## config.mk

```make
export PLATFORM = sky130hd
export DESIGN_NAME = bfsk_frame_transmitter
export DESIGN_NICKNAME = d
export VERILOG_FILES = /design/src/rtl/tx_pkg.sv /design/src/rtl/tx_nco.sv /design/src/rtl/bfsk_frame_transmitter.sv
export SDC_FILE = /design/constraint.sdc
export NUM_CORES = 1
export LEC_CHECK = 0
export ABC_AREA = 1
export BUFFER_PORTS_ARGS = -buffer_cell sky130_fd_sc_hd__buf_2
export CAP_MARGIN = 20
export CORE_MARGIN = 8
export CORE_UTILIZATION = 30
export DETAILED_ROUTE_END_ITERATION = 8
export PLACE_DENSITY = 0.45
export SYNTH_ARGS = -nofsm -noshare
export SYNTH_HDL_FRONTEND = slang
export SYNTH_SLANG_ARGS = --single-unit
```

## constraint.sdc

```tcl
create_clock -name transmitter_clk -period 4.3 [get_ports transmitter_clk]
set_input_delay 0.43 -clock transmitter_clk [delete_from_list [all_inputs] [get_ports transmitter_clk]]
set_output_delay 0.43 -clock transmitter_clk [all_outputs]
set_load 0.02 [all_outputs]
```

## src/rtl/tx_pkg.sv

```systemverilog
// Shared types and constants for the BFSK frame transmitter.
// Build option: define TX_PARITY_EN to append an even-parity bit to each frame.
package tx_pkg;

  // Frame sequencer states; PARITY only exists when the parity bit is built in.
  typedef enum logic [1:0] {
    IDLE     = 2'd0,
    PREAMBLE = 2'd1,
    DATA     = 2'd2
`ifdef TX_PARITY_EN
    ,
    PARITY   = 2'd3
`endif
  } tx_state_t;

  localparam logic [7:0] TX_PREAMBLE     = 8'hAA;
  localparam int         TX_PREAMBLE_LEN = 8;
  localparam int         TX_DATA_LEN     = 8;

  // Bit 'idx' of a byte counted from the MSB (idx 0 selects bit 7).
  function automatic logic msb_first_bit(input logic [7:0] value, input logic [2:0] idx);
    return value[3'd7 - idx];
  endfunction

endpackage

```

## src/rtl/tx_nco.sv

```systemverilog
// Phase-accumulator NCO producing a binary-FSK square wave from the phase MSB.
// The accumulator only clears on request, so switching frequency is phase-continuous.
module tx_nco #(
  parameter int                 PHASE_W = 16,
  parameter logic [PHASE_W-1:0] FREQ0   = PHASE_W'('h1000),
  parameter logic [PHASE_W-1:0] FREQ1   = PHASE_W'('h2000)
) (
  input  logic clk,
  input  logic srst,
  input  logic clear,
  input  logic enable,
  input  logic freq_sel,
  output logic carrier
);

  logic [PHASE_W-1:0] phase_reg;
  logic [PHASE_W-1:0] phase_next;

  // Next phase: clear wins, otherwise advance by the selected increment (wraps mod 2^PHASE_W).
  always_comb begin
    phase_next = phase_reg;
    if (clear) begin
      phase_next = '0;
    end else if (enable) begin
      phase_next = phase_reg + (freq_sel ? FREQ1 : FREQ0);
    end
  end

  // Phase accumulator register.
  always_ff @(posedge clk) begin
    if (srst) begin
      phase_reg <= '0;
    end else begin
      phase_reg <= phase_next;
    end
  end

  assign carrier = phase_reg[PHASE_W-1];

endmodule

```

## src/rtl/bfsk_frame_transmitter.sv

```systemverilog
// Byte-in BFSK frame transmitter: preamble 8'hAA, then the data byte, MSB first,
// each bit held BIT_CYCLES clocks on a phase-continuous FSK carrier.
// Build option: define TX_PARITY_EN to add an even-parity bit after the data byte.
module bfsk_frame_transmitter
  import tx_pkg::*;
#(
  parameter int                 BIT_CYCLES = 16,
  parameter int                 PHASE_W    = 16,
  parameter logic [PHASE_W-1:0] FREQ0      = PHASE_W'('h1000),
  parameter logic [PHASE_W-1:0] FREQ1      = PHASE_W'('h2000)
) (
  input  logic       transmitter_clk,
  input  logic       transmitter_rst,
  input  logic [7:0] data_i,
  input  logic       data_valid,
  output logic       data_ready,
  output logic       tx_carrier,
  output logic       tx_bit,
  output logic       tx_active,
  output logic       frame_done
);

  localparam int              CNT_W    = (BIT_CYCLES > 2) ? $clog2(BIT_CYCLES) : 1;
  localparam logic [CNT_W-1:0] CNT_LAST = CNT_W'(BIT_CYCLES - 1);
  localparam logic [2:0]      PRE_LAST  = 3'(TX_PREAMBLE_LEN - 1);
  localparam logic [2:0]      DATA_LAST = 3'(TX_DATA_LEN - 1);

  tx_state_t        state_reg, state_next;
  logic [2:0]       bit_idx_reg, bit_idx_next;
  logic [CNT_W-1:0] cyc_cnt_reg, cyc_cnt_next;
  logic [7:0]       data_reg, data_next;
  logic             tx_bit_reg, tx_bit_next;
  logic             tx_active_reg, tx_active_next;
  logic             frame_done_reg, frame_done_next;
  logic             handshake;
  logic             bit_last;

  assign data_ready = (state_reg == IDLE) && !transmitter_rst;
  assign handshake  = data_valid && data_ready;
  assign bit_last   = (cyc_cnt_reg == CNT_LAST);

`ifdef TX_PARITY_EN
  // Even parity of the latched byte as an XOR chain.
  logic [8:0] parity_chain;
  logic       parity_bit;
  assign parity_chain[0] = 1'b0;
  for (genvar gi = 0; gi < 8; gi++) begin : g_parity
    assign parity_chain[gi+1] = parity_chain[gi] ^ data_reg[gi];
  end
  assign parity_bit = parity_chain[8];
`endif

  // Sequencer: handshake in IDLE, then walk preamble/data(/parity) bits, one per BIT_CYCLES clocks.
  always_comb begin
    state_next      = state_reg;
    bit_idx_next    = bit_idx_reg;
    cyc_cnt_next    = cyc_cnt_reg;
    data_next       = data_reg;
    frame_done_next = 1'b0;
    case (state_reg)
      IDLE: begin
        if (handshake) begin
          data_next    = data_i;
          bit_idx_next = '0;
          cyc_cnt_next = '0;
          state_next   = PREAMBLE;
        end
      end
      PREAMBLE: begin
        if (bit_last) begin
          cyc_cnt_next = '0;
          bit_idx_next = bit_idx_reg + 3'd1;
          if (bit_idx_reg == PRE_LAST) begin
            bit_idx_next = '0;
            state_next   = DATA;
          end
        end else begin
          cyc_cnt_next = cyc_cnt_reg + CNT_W'(1);
        end
      end
      DATA: begin
        if (bit_last) begin
          cyc_cnt_next = '0;
          bit_idx_next = bit_idx_reg + 3'd1;
          if (bit_idx_reg == DATA_LAST) begin
            bit_idx_next = '0;
`ifdef TX_PARITY_EN
            state_next   = PARITY;
`else
            state_next      = IDLE;
            frame_done_next = 1'b1;
`endif
          end
        end else begin
          cyc_cnt_next = cyc_cnt_reg + CNT_W'(1);
        end
      end
`ifdef TX_PARITY_EN
      PARITY: begin
        if (bit_last) begin
          cyc_cnt_next    = '0;
          bit_idx_next    = '0;
          state_next      = IDLE;
          frame_done_next = 1'b1;
        end else begin
          cyc_cnt_next = cyc_cnt_reg + CNT_W'(1);
        end
      end
`endif
      default: begin
        state_next = IDLE;
      end
    endcase
  end

  // Line bit for the coming cycle, taken from where the sequencer will be next.
  always_comb begin
    tx_bit_next    = 1'b0;
    tx_active_next = (state_next != IDLE);
    case (state_next)
      PREAMBLE: tx_bit_next = msb_first_bit(TX_PREAMBLE, bit_idx_next);
      DATA:     tx_bit_next = msb_first_bit(data_next, bit_idx_next);
`ifdef TX_PARITY_EN
      PARITY:   tx_bit_next = parity_bit;
`endif
      default:  tx_bit_next = 1'b0;
    endcase
  end

  // State, counters, byte latch and registered outputs.
  always_ff @(posedge transmitter_clk) begin
    if (transmitter_rst) begin
      state_reg      <= IDLE;
      bit_idx_reg    <= '0;
      cyc_cnt_reg    <= '0;
      data_reg       <= '0;
      tx_bit_reg     <= 1'b0;
      tx_active_reg  <= 1'b0;
      frame_done_reg <= 1'b0;
    end else begin
      state_reg      <= state_next;
      bit_idx_reg    <= bit_idx_next;
      cyc_cnt_reg    <= cyc_cnt_next;
      data_reg       <= data_next;
      tx_bit_reg     <= tx_bit_next;
      tx_active_reg  <= tx_active_next;
      frame_done_reg <= frame_done_next;
    end
  end

  // Phase is held at zero while idle and restarts from zero on every frame;
  // the increment follows the bit currently on the line.
  tx_nco #(
    .PHASE_W (PHASE_W),
    .FREQ0   (FREQ0),
    .FREQ1   (FREQ1)
  ) u_nco (
    .clk      (transmitter_clk),
    .srst     (transmitter_rst),
    .clear    ((state_reg == IDLE) || (state_next == IDLE)),
    .enable   (state_reg != IDLE),
    .freq_sel (tx_bit_reg),
    .carrier  (tx_carrier)
  );

  assign tx_bit     = tx_bit_reg;
  assign tx_active  = tx_active_reg;
  assign frame_done = frame_done_reg;

endmodule

```

### Word level (Yosys, flattened, before mapping)

Memory sizes are Yosys's and may differ from the RTL's.
Index checks and enable logic that the tools add are counted.

* register bits after elaboration: 36
* ROM bits: 8
* input port bits: 11
* output and inout bits: 5
* word-level logic and storage cells: 57
* memories: 1

Memories
* (name not given): depth 8, width 1, rd ports 1, clocked after memory_dff 0, write ports 0, line tx_pkg.sv:22 `return value[3'd7 - idx];`

* add/sub/neg operators: 4
* magnitude comparators: 1
* eq/ne operators: 7
* mux-type cells: 21
* bitwise logic cells: 2
* reductions and logical operators: 13

Operators with widths (number)
* adder 16 bit: 1
* two-way mux 8 bit: 2
* two-way mux 14 bit: 1
* two-way mux 2 bit: 5
* two-way mux 3 bit: 3
* two-way mux 4 bit: 2
* one-hot mux 4 bit (2 select lines): 1
* one-hot mux 2 bit (3 select lines): 1
* one-hot mux 3 bit (2 select lines): 1
* nonzero test 2 bit: 3
* adder 4 x 1 -> 4 bit, second input constant: 1
* equality test 2 x 1 -> 1 bit, second input constant: 2
* equality test 2 bit, second input constant: 2
* equality test 4 bit, second input constant: 1
* zero test 2 bit: 2
* less-than comparator 3 x 4 -> 1 bit, second input constant: 1
* OR reduction 2 bit: 2
* adder 3 x 1 -> 3 bit, second input constant: 1
* binary-select mux 1 bit (select 3 bit): 1
* equality test 3 bit, second input constant: 1
* two-way mux 1 bit: 3
* OR reduction 3 bit: 1
* subtractor 3 bit, first input constant: 1
* logical AND 1 bit: 2
* 6 further kinds: 7

### Logic depth before layout (Yosys ltp)

Gate-level depths: netlist of the first run.

* depth after elaboration: 9
* gate-level depth with buffers: 14
* gate-level depth less buffers: 13

### By module

A second synthesis of the first run with hierarchy kept.

* cells, all modules: 187
* area total of the unflattened synthesis: 1410.1 µm²

By module, submodules not included
* bfsk_frame_transmitter: instances 1, cells each 158, area an instance 1187.4 µm², sequential area each 400.4 µm²
* tx_nco: instances 1, cells each 29, area an instance 222.7 µm², sequential area each 80.1 µm²

### Least setup slack after synthesis of the first run

Ideal clock, no wire load.

* kind: register to register
* start: register state_reg[0]
* end: register tx_bit_reg (netlist: tx_bit)
* setup time: 0.066 ns
* data arrival time: 2.066 ns
* data required time: 4.234 ns
* setup slack: 2.168 ns
* stages on the path, launching flop included: 14
* buffers on the path: 1
* period minus slack after synthesis: 2.132 ns
* path through: dfxtp_1 inv_1 ha_1 inv_2 nor2_4 nand2_4 buf_6 nand2_1 nand2_1 nor2_1 inv_1 ha_1 or2_2 a21oi_2

* elaborated cells on any way between the ends: 24
* those cells by class: 1 x add/sub; 4 x eq/ne; 14 x mux; 4 x reduce/logical; 1 x memory

RTL lines
* from (decl): line bfsk_frame_transmitter.sv:28 `tx_state_t state_reg, state_next;`
* from (signal assigned): line bfsk_frame_transmitter.sv:141 `state_reg <= state_next;`
* zero test 2 bit *: line bfsk_frame_transmitter.sv:38 `assign data_ready = (state_reg == IDLE) && !transmitter_rst;`
* logical AND 1 bit *: line bfsk_frame_transmitter.sv:38
* net data_ready: line bfsk_frame_transmitter.sv:16 `output logic data_ready,`
* logical AND 1 bit *: line bfsk_frame_transmitter.sv:39 `assign handshake = data_valid && data_ready;`
* two-way mux 2 bit *: line bfsk_frame_transmitter.sv:62 `if (handshake) begin`
* one-hot mux 2 bit (3 select lines) *: line bfsk_frame_transmitter.sv:60 `case (state_reg)`
* net state_next[0]: line bfsk_frame_transmitter.sv:28
* equality test 2 bit / equality test 2 x 1 -> 1 bit (equally long branches): line bfsk_frame_transmitter.sv:120 `case (state_next)`
* one-hot mux 1 bit (2 select lines) *: line bfsk_frame_transmitter.sv:120
* to (signal assigned): line bfsk_frame_transmitter.sv:145 `tx_bit_reg <= tx_bit_next;`
* to (decl): line bfsk_frame_transmitter.sv:32 `logic tx_bit_reg, tx_bit_next;`

The timed path passes the listed nets; every way through them passes the cells marked *. The select of a mux whose other input is x is not followed.
A chain may end at the register's enable or synchronous reset.

### Worst setup path after layout of the first run

* start: register state_reg[0]
* end: register tx_bit_reg (netlist: tx_bit)

* elaborated cells on any way between the ends: 24
* those cells by class: 1 x add/sub; 4 x eq/ne; 14 x mux; 4 x reduce/logical; 1 x memory

RTL lines (line)
* zero test 2 bit: bfsk_frame_transmitter.sv:38, bfsk_frame_transmitter.sv:60
* logical AND 1 bit: bfsk_frame_transmitter.sv:38
* logical AND 1 bit: bfsk_frame_transmitter.sv:39
* two-way mux 2 bit: bfsk_frame_transmitter.sv:62
* one-hot mux 2 bit (3 select lines) *: bfsk_frame_transmitter.sv:60
* net state_next[0]: bfsk_frame_transmitter.sv:28
* equality test 2 bit / equality test 2 x 1 -> 1 bit (equally long branches): bfsk_frame_transmitter.sv:120
* one-hot mux 1 bit (2 select lines) *: bfsk_frame_transmitter.sv:120

Marked as above.

==> results of run 1 <==
-- cells by family after synthesis --
| logic type | synth area share |
|---|---|
| buf+inv | 0.106 |
| compound gates | 0.123 |
| flops | 0.347 |
| xor+xnor | 0.0126 |
| fa+ha+maj | 0.123 |
| simple gates | 0.289 |
-- power by group through the flow --
stage,clock network (mW),logic [mW],registers (mW)
floorplan,0,0.0505,0.239
global placement,0,0.0669,0.238
detailed placement,0,0.0681,0.238
CTS,0.211,0.0685,0.233
global route,0.220,0.0767,0.234
finish,0.202,0.0674,0.233
-- final cells by class --
type | count | area (µm²) | area share
tap | 52 | 65.1 | 0.0413
inverter | 33 | 124 | 0.0787
multi-input combinational | 120 | 758 | 0.482
timing repair buffer | 15 | 75.1 | 0.0477
sequential | 24 | 480 | 0.305
clock inverter | 1 | 30.0 | 0.0191
clock buffer | 3 | 41.3 | 0.0262
-- Yosys cell counts --
cell type   n  area (µm²)
nor2_2      1        6.26
nand3_2     7        70.1
nor2_4      1        11.3
nand2_4     1        11.3
nand4_1     1        6.26
o21ai_4     1        16.3
nand2_1    28         105
inv_1      30         113
buf_6       1        11.3
o21ai_0     7        35.0
xnor2_1     1        8.76
dfxtp_1    24         480
ha_1       12         150
or2_2       2        12.5
a211oi_1    1        7.51
a21oi_1     5        25.0
inv_2       3        11.3
nor3_1      1        5.00
nor2_1     25        93.8
o21ai_2     6        52.6
a21oi_2     1        8.76
clkbuf_1    1        3.75
nand3_1    12        60.1
a21oi_4     1        16.3
o221ai_1    1        8.76
fa_1        1        20.0
xor2_1      1        8.76
buf_4       1        7.51
nand2_2     3        18.8
-- per-stage QoR --
step / std cells / hold WS, ns / setup slack (ns)
floorplan: 180 / 0.455 / 2.17
global placement: 244 / 0.458 / 2.16
detailed placement: 244 / 0.476 / 2.11
CTS: 248 / 0.399 / 2.09
global route: 248 / 0.422 / 1.82
finish: 248 / 0.405 / 2.10
-- path summary, 6_finish.rpt --
check / end / slack [ns] / depth (start not counted)
setup / recovery: tx_bit$_SDFF_PP0_ / 2.10 / 12
hold / removal: data_reg[4]$_SDFF_PP0_ / 0.41 / 3
setup reg to reg: tx_bit$_SDFF_PP0_ / 2.10 / 12
hold reg to reg: cyc_cnt_reg[1]$_SDFFE_PP0P_ / 0.49 / 2
-- critical path: stages, from the launching register on --
cell and delay [ns]:
dfxtp_1 0.34, inv_1 0.10, ha_1 0.28, inv_2 0.08, nor2_4 0.11, nand2_4 0.17
nand2_1 0.10, nand2_1 0.05, nor2_1 0.15, inv_1 0.10, ha_1 0.29, or2_2 0.28
a21oi_2 0.09
-- per-layer routing --
metal | vias up | GRT usage | wire length, µm
li1 | 594 | - | -
met1 | 499 | 0.105 | 1390
met2 | 19 | 0.133 | 1220
met3 | 2 | 0.0313 | 123
met4 | 0 | 0.0141 | 17
met5 | - | 0 | 0
==> flow_metrics.py, run 1 <==
metrics = {
    "status": {
        "outcome": "completed",
    },
    "pwr": {
        "p_total_mw": 0.502,
        "ir_worst_vdd_v": 0.000182,
        "internal-power_mw": 0.378,
        "powerDensity_nw_per_um2": 319,
        "seq_power_share": 0.464,
        "netSwitchingFraction": 0.247,
        "clkPwrFrac": 0.402,
        "p_comb_frac": 0.134,
        "power.leakage_nw": 0.721,
        "p_switching_mw": 0.124,
    },
    "clock_tree": {
        "clk_pin_slew_worst_paths_ns": 0.09,
        "post_cts_resize_count": 0,
        "root_buffer": "clkbuf_8",
        "cts_tree": "yes",
        "clk_latency_ns": 0.27,
        "cts.sinks": 24,
        "clk_path_buf_depth": 2,
        "cts_hold_buf": 0,
        "cts_buffers": 3,
        "postCtsSetupRepairBufs": 0,
        "htree_levels": 1,
    },
    "layout": {
        "syn_to_final_growth_pct": 13.6,
        "fin_nets": 221,
        "largest_reg_flops": 8,
        "diodes": 0,
        "final_common_cell": "inv_1",
        "final_cell_mix": "inv_1, nand2_1, nor2_1",
        "final_util": 0.357,
        "nFillCells": 480,
        "drive_above_1_share": 0.235,
        "stdcell_area_um2": 1570,
    },
    "route": {
        "num_vias": 1114,
        "wire_per_inst_um": 11.1,
        "ant_nets": 0,
        "wirelength_mm": 2.75,
        "drt_iter0_markers": 25,
        "via_per_inst": 4.49,
        "first_pass_iters": 4,
        "drc": 0,
    },
    "logic_synthesis": {
        "avgSynthCellArea_um2": 7.69,
        "ys_seq_elements": 24,
        "ys_seq_area_frac": 0.347,
        "ys_warn_count": 0,
        "synth_area_um2": 1390,
        "syn_inst": 180,
        "ys_types": 29,
        "syn_nets": 204,
    },
    "timing": {
        "skew_ns": 0.00752,
        "setup_violations": 0,
        "slew_headroom": 0.716,
        "finalCritPeriodShare": 0.512,
        "rsz0062_at_grt": "false",
        "period_minus_slack_ns": 2.20,
        "slew_viol_final": 0,
        "tightest_slew_ns": 0.427,
        "fmax_mhz": 455,
        "final_hold_viol_count": 0,
        "setup_tns_ns": 0,
    },
    "global_routing": {
        "grt_max_degree": 22,
        "track_usage": 0.0836,
        "grt_antenna_before_repair": 0,
        "gr-total-overflow": 0,
        "grt_pass1_wl_mm": 5.00,
        "grt_pass1_vias": 1136,
    },
    "floorplanning": {
        "std_cell_rows": 24,
        "initial_core_util": 0.314,
        "die_w_um": 83.9,
        "io-pin-count": 16,
        "dieArea_um2": 7050,
        "core_area_um2": 4410,
        "fp.dieH_um": 83.9,
    },
    "place": {
        "hpwl_mm": 2.14,
        "place.gp.congestion": 0.778,
        "placed_cell_area_um2": 1500,
        "io_buffers": 15,
    },
    "setup_path": {
        "required_ns": 4.52,
        "crit_fanout": 19,
        "cp-end-kind": "flop",
        "critical_path_class": "reg2reg",
        "crit_start": "state_reg[0]$_SDFF_PP0_",
        "reg2reg_from": "state_reg[0]$_SDFF_PP0_",
        "cp-start-kind": "flop",
        "arrival_ns": 2.42,
    },
    "worst_hold_path": {
        "holdCritStartpoint": "data_i[4]",
        "holdCritPathClass": "in2reg",
    },
    "flow_run": {
        "maxCapViolCount": 0,
    },
}
No activity file was read; power rests on OpenSTA's default activity.
==> inputs of run 2 (changes only) <==
- ABC_AREA: 1 -> 0
- PLACE_DENSITY: 0.45 -> 0.46
- clock period: 4.3 -> 1.82 ns (I/O delays scaled with it)
==> flow_metrics.py, run 2 <==
metrics = {
    "place": {
        "place.gp.congestion": 0.727,
        "placed_cell_area_um2": 1740,
        "placed_cells": 243,
        "io_buffers": 15,
        "hpwl_mm": 2.46,
    },
    "layout": {
        "syn_to_final_growth_pct": 42.7,
        "diodes": 0,
        "final_util": 0.447,
        "final_cell_mix": "buf_4, nor2_1, dfxtp_1",
        "drive_above_1_share": 0.500,
        "final_cells": 252,
        "largest_reg_flops": 8,
        "stdcell_area_um2": 1950,
        "final_common_cell": "buf_4",
        "fin_nets": 225,
    },
    "setup_path": {
        "critical_path_class": "reg2reg",
        "crit_fanout": 4,
        "critical_path.endpoint": "u_nco.phase_reg[12]$_SDFFE_PP0P_",
        "arrival_ns": 2.11,
        "ff2ff_setup_slack_ns": -0.07,
        "cp-end-kind": "flop",
        "cp-start-kind": "flop",
        "required_ns": 2.03,
        "r2r-end": "u_nco.phase_reg[12]$_SDFFE_PP0P_",
        "crit_start": "cyc_cnt_reg[0]$_SDFFE_PP0P_",
        "reg2reg_from": "cyc_cnt_reg[0]$_SDFFE_PP0P_",
        "rr_worst_depth": 9,
    },
    "floorplanning": {
        "fp.dieH_um": 83.4,
        "dieArea_um2": 6960,
        "core_area_um2": 4350,
        "die_w_um": 83.4,
        "io-pin-count": 16,
        "initial_core_util": 0.313,
        "std_cell_rows": 24,
    },
    "logic_synthesis": {
        "netlist.top_cell.by_area": "dfxtp_1",
        "synth_top_area_frac": 0.352,
        "ys_seq_area_frac": 0.352,
        "async_flop_share": 0,
        "post-synth-top-count-cell": "dfxtp_1",
        "synth_area_um2": 1360,
        "ys_seq_elements": 24,
        "syn_inst": 148,
        "ys_types": 39,
        "ys_top_cells_by_area": "dfxtp_1, ha_1, mux2i_1",
        "synth-edff-count": 0,
        "syn_nets": 172,
        "avgSynthCellArea_um2": 9.21,
        "ys_warn_count": 0,
        "synth_ff_type": "dfxtp_1",
        "synth_common_cells": "dfxtp_1, nor2_1, ha_1",
    },
    "timing": {
        "skew_ns": 0.00680,
        "setup_slack_ns": -0.0730,
        "finalCritPeriodShare": 1.04,
        "slew_headroom": 0.818,
        "setup_violations": 5,
        "holdWs_ns": 0.166,
        "fmax_mhz": 528,
        "period_minus_slack_ns": 1.89,
        "tightest_slew_ns": 0.273,
        "rsz0062_at_grt": "true",
        "slew_viol_final": 0,
        "final_hold_viol_count": 0,
    },
    "pwr": {
        "p_total_mw": 1.14,
        "p_switching_mw": 0.295,
        "seq_power_share": 0.482,
        "netSwitchingFraction": 0.260,
        "ir_worst_vdd_v": 0.000330,
        "internal-power_mw": 0.841,
        "clkPwrFrac": 0.330,
        "powerDensity_nw_per_um2": 584,
        "power.leakage_nw": 0.858,
        "p_comb_frac": 0.189,
    },
    "global_routing": {
        "gr-total-overflow": 0,
        "grt_max_degree": 18,
        "grt_antenna_before_repair": 0,
        "grt_pass1_wl_mm": 5.64,
        "grt_pass1_vias": 1214,
        "track_usage": 0.0939,
    },
    "clock_tree": {
        "cts_hold_buf": 0,
        "cts_buffers": 3,
        "cts.sinks": 24,
        "htree_levels": 1,
        "clk_latency_ns": 0.27,
        "clk_pin_slew_worst_paths_ns": 0.09,
        "clk_path_buf_depth": 2,
        "root_buffer": "clkbuf_8",
        "cts_tree": "yes",
    },
    "status": {
        "outcome": "finished with violations",
        "violations": "negative setup slack",
    },
    "worst_hold_path": {
        "holdPathStages": 3,
        "holdCritPathClass": "in2reg",
    },
    "route": {
        "ant_nets": 0,
        "wirelength_mm": 3.37,
        "drt_iter0_markers": 40,
        "num_vias": 1209,
        "via_per_inst": 4.80,
        "wire_per_inst_um": 13.4,
        "drc": 0,
        "first_pass_iters": 4,
    },
    "flow_run": {
        "maxCapViolCount": 0,
    },
}
==> run 2: cell type report <==
type | instances | area (µm²)
Clock buffer | 4 | 55.1
Fill cell | 427 | 2410
Inverter | 9 | 33.8
Multi-Input combinational cell | 109 | 930
Sequential cell | 24 | 490
Tap cell | 52 | 65.1
Timing Repair Buffer | 54 | 372
==> run 2: worst min-delay path by stage <==
stage               slack (ns)                endpoint       from
finish                    0.17  data_reg[4]$_SDFF_PP0_  data_i[4]
detailed placement        0.45  data_reg[4]$_SDFF_PP0_  data_i[4]
floorplan                 0.34  data_reg[0]$_SDFF_PP0_  data_i[0]
global placement          0.45  data_reg[0]$_SDFF_PP0_  data_i[0]
CTS                       0.17  data_reg[4]$_SDFF_PP0_  data_i[4]
global route              0.18  data_reg[1]$_SDFF_PP0_  data_i[1]
==> run 2: logic make-up after synthesis <==
logic type	Yosys count	share of synthesized area
multiplexers	14	0.111
buffers and inverters	15	0.0596
adder cells (fa/ha/maj)	13	0.125
flip-flops	24	0.352
AO/OA/AOI/OAI	31	0.161
XOR/XNOR	2	0.0128
AND/OR/NAND/NOR	49	0.178
==> run 2: through the flow <==
step                      TNS [ns]  setup slack, ns
after floorplan             -0.481           -0.113
after global placement      -0.427           -0.104
after detailed placement    -0.713           -0.153
after CTS                   -0.403          -0.0952
after global routing        -0.866           -0.200
final                       -0.313          -0.0730
==> run 2: repair_timing <==
action,in CTS,in global routing
endpoints found under the setup margin,7,7
pin swaps,11,6
resized for setup,13,17
setup buffers,4,1
==> run 2: worst max-delay path, stage by stage, from the launching register on <==
cell and delay, ns:
dfxtp_4 0.37, ha_4 0.14, and3_4 0.19, nand2_4 0.07, a21bo_2 0.20, o21ai_2 0.06, nand2b_1 0.12, ha_2 0.20
or3_4 0.39, nor2_2 0.11
==> run 2: metal layers <==
layer  part of all wire  track usage  vias up
met5                  0            0        -
met4              0.013       0.0251        0
met3              0.039       0.0303        4
met2               0.48        0.158       15
met1               0.47        0.111      567
li1                   -            -      623
==> run 2: power groups by stage <==
stage          logic [mW]  clock network (mW)  registers (mW)
4_1_cts             0.193               0.386           0.548
2_1_floorplan       0.106                   0           0.562
3_3_place_gp        0.180                   0           0.559
6_report            0.214               0.374           0.548
5_1_grt             0.236               0.415           0.550
3_5_place_dp        0.183                   0           0.559
==> inputs of run 3 (changes only) <==
- ABC_AREA: 0 -> 1
==> flow_metrics.py, run 3 (synthesis results as in run 1) <==
metrics = {
    "global_routing": {
        "grt_use_met1": 0.103,
        "track_usage": 0.0899,
        "grt_pass1_vias": 1245,
        "use_met2": 0.152,
        "grt_pass1_wl_mm": 5.40,
        "grt_antenna_before_repair": 0,
        "gr-total-overflow": 0,
        "use_met3": 0.0254,
        "grt_max_degree": 20,
        "grt-busiest-layer": "met2",
    },
    "clock_tree": {
        "root_buffer": "clkbuf_8",
        "clk_latency_ns": 0.27,
        "cts_tree": "yes",
        "cts.sinks": 24,
        "cts_buffers": 3,
        "htree_levels": 1,
        "clk_pin_slew_worst_paths_ns": 0.10,
        "clk_path_buf_depth": 2,
    },
    "floorplanning": {
        "std_cell_rows": 24,
        "die_w_um": 83.9,
        "initial_core_util": 0.314,
        "fp.dieH_um": 83.9,
        "io-pin-count": 16,
        "core_area_um2": 4410,
        "dieArea_um2": 7050,
    },
    "worst_hold_path": {
        "holdCritStartpoint": "data_i[6]",
        "holdPathStages": 3,
        "holdCritPathClass": "in2reg",
        "hold_end": "data_reg[6]$_SDFF_PP0_",
    },
    "pwr": {
        "power.leakage_nw": 0.814,
        "p_switching_mw": 0.310,
        "ir_worst_vdd_v": 0.000264,
        "internal-power_mw": 0.930,
        "powerDensity_nw_per_um2": 677,
        "p_comb_frac": 0.171,
        "seq_power_share": 0.444,
        "netSwitchingFraction": 0.250,
        "clkPwrFrac": 0.385,
    },
    "timing": {
        "setup_violations": 0,
        "setup_tns_ns": 0,
        "skew_ns": 0.00896,
        "holdWs_ns": 0.169,
        "period_minus_slack_ns": 1.81,
        "rsz0062_at_grt": "true",
        "tightest_slew_ns": 0.267,
        "slew_headroom": 0.821,
        "final_hold_viol_count": 0,
        "finalCritPeriodShare": 0.996,
        "slew_viol_final": 0,
        "fmax_mhz": 552,
    },
    "setup_path": {
        "required_ns": 2.00,
        "cp_slowest_cell": "dfxtp_2",
        "arrival_ns": 1.99,
        "cp-end-kind": "flop",
        "cp_slowest_stage_delay_ns": 0.35,
        "crit_fanout": 3,
        "cp-start-kind": "flop",
        "crit_chain": "ha_4 -> ha_4 -> inv_4 -> nor2_4 -> a21oi_2 -> o21ai_1 -> o21ai_1 -> nand2_1 -> buf_4 -> buf_4 -> ha_2 -> nand2_2 -> a21oi_2",
        "reg2reg_from": "bit_idx_reg[1]$_SDFF_PP0_",
        "ff2ff_setup_slack_ns": 0.007,
        "r2r-end": "tx_bit$_SDFF_PP0_",
        "rr_worst_depth": 13,
        "critical_path_class": "reg2reg",
    },
    "place": {
        "place.gp.congestion": 0.782,
        "io_buffers": 15,
        "hpwl_mm": 2.28,
    },
    "layout": {
        "drive_above_1_share": 0.428,
        "syn_to_final_growth_pct": 32.2,
        "final_cell_mix": "inv_1, nand2_1, nor2_1",
        "fin_nets": 240,
        "largest_reg_flops": 8,
        "diodes": 0,
    },
    "route": {
        "via_per_inst": 4.51,
        "drc": 0,
        "wirelength_mm": 3.14,
        "num_vias": 1203,
        "ant_nets": 0,
        "drt_iter0_markers": 46,
        "wire_per_inst_um": 11.7,
        "first_pass_iters": 4,
    },
    "status": {
        "outcome": "completed",
    },
    "flow_run": {
        "maxCapViolCount": 0,
    },
}
run 3: how the worst max path moves through the flow:
stage | slack, ns | cells after the start | from | end
after floorplan | -0.13 | 13 | state_reg[0]$_SDFF_PP0_ | tx_bit$_SDFF_PP0_
after global placement | -0.05 | 12 | bit_idx_reg[0]$_SDFF_PP0_ | tx_bit$_SDFF_PP0_
after detailed placement | -0.13 | 12 | bit_idx_reg[1]$_SDFF_PP0_ | tx_bit$_SDFF_PP0_
after CTS | 0.01 | 12 | state_reg[0]$_SDFF_PP0_ | tx_bit$_SDFF_PP0_
after global routing | -0.09 | 13 | bit_idx_reg[1]$_SDFF_PP0_ | tx_bit$_SDFF_PP0_
final | 0.007 | 13 | bit_idx_reg[1]$_SDFF_PP0_ | tx_bit$_SDFF_PP0_
run 3: critical path, delay by kind of cell (launching register included):
| family | cells | cell delay [ns] |
|---|---|---|
| flops | 1 | 0.35 |
| compound gates | 4 | 0.35 |
| buf+inv | 3 | 0.34 |
| fa+ha+maj | 3 | 0.48 |
| simple gates | 3 | 0.20 |
run 3: through the flow:
stage	instance area [µm²]	setup slack, ns	cells	total power [mW]	util
6_report	1830	0.00741	267	1.24	0.415
4_1_cts	1780	0.0102	265	1.24	0.403
3_3_place_gp	1630	-0.0544	257	0.747	0.370
2_1_floorplan	1410	-0.130	180	0.693	-
3_5_place_dp	1630	-0.134	257	0.749	0.370
5_1_grt	1830	-0.0908	267	1.30	0.415
run 3: routing by layer:
metal  vias up  part of all wire
met5         -                 0
met2        17              0.48
met3         6             0.036
met1       547              0.46
li1        633                 -
met4         0             0.017
run 3: cell type report:
class                      instances  area [µm²]
inverter                          33         126
clock buffer                       3        41.3
sequential                        24         488
clock inverter                     1        30.0
fill                             450        2580
tap                               52        65.1
multi-input combinational        120         851
timing repair buffer              34         230
run 3: power by group through the flow:
stage / logic (mW) / registers [mW] / clock network, mW
final: 0.211 / 0.551 / 0.477
after global routing: 0.239 / 0.553 / 0.513
after CTS: 0.199 / 0.551 / 0.493
after detailed placement: 0.186 / 0.563 / 0
after global placement: 0.185 / 0.563 / 0
after floorplan: 0.128 / 0.566 / 0
run 3: what timing repair did:
action | in CTS | in global routing
pin swaps | 5 | 5
hold buffers | 0 | 0
gates resized for setup | 15 | 13
buffers inserted | 4 | 2
hold endpoints to repair | 0 | 0
endpoints found under the setup margin | 5 | 5
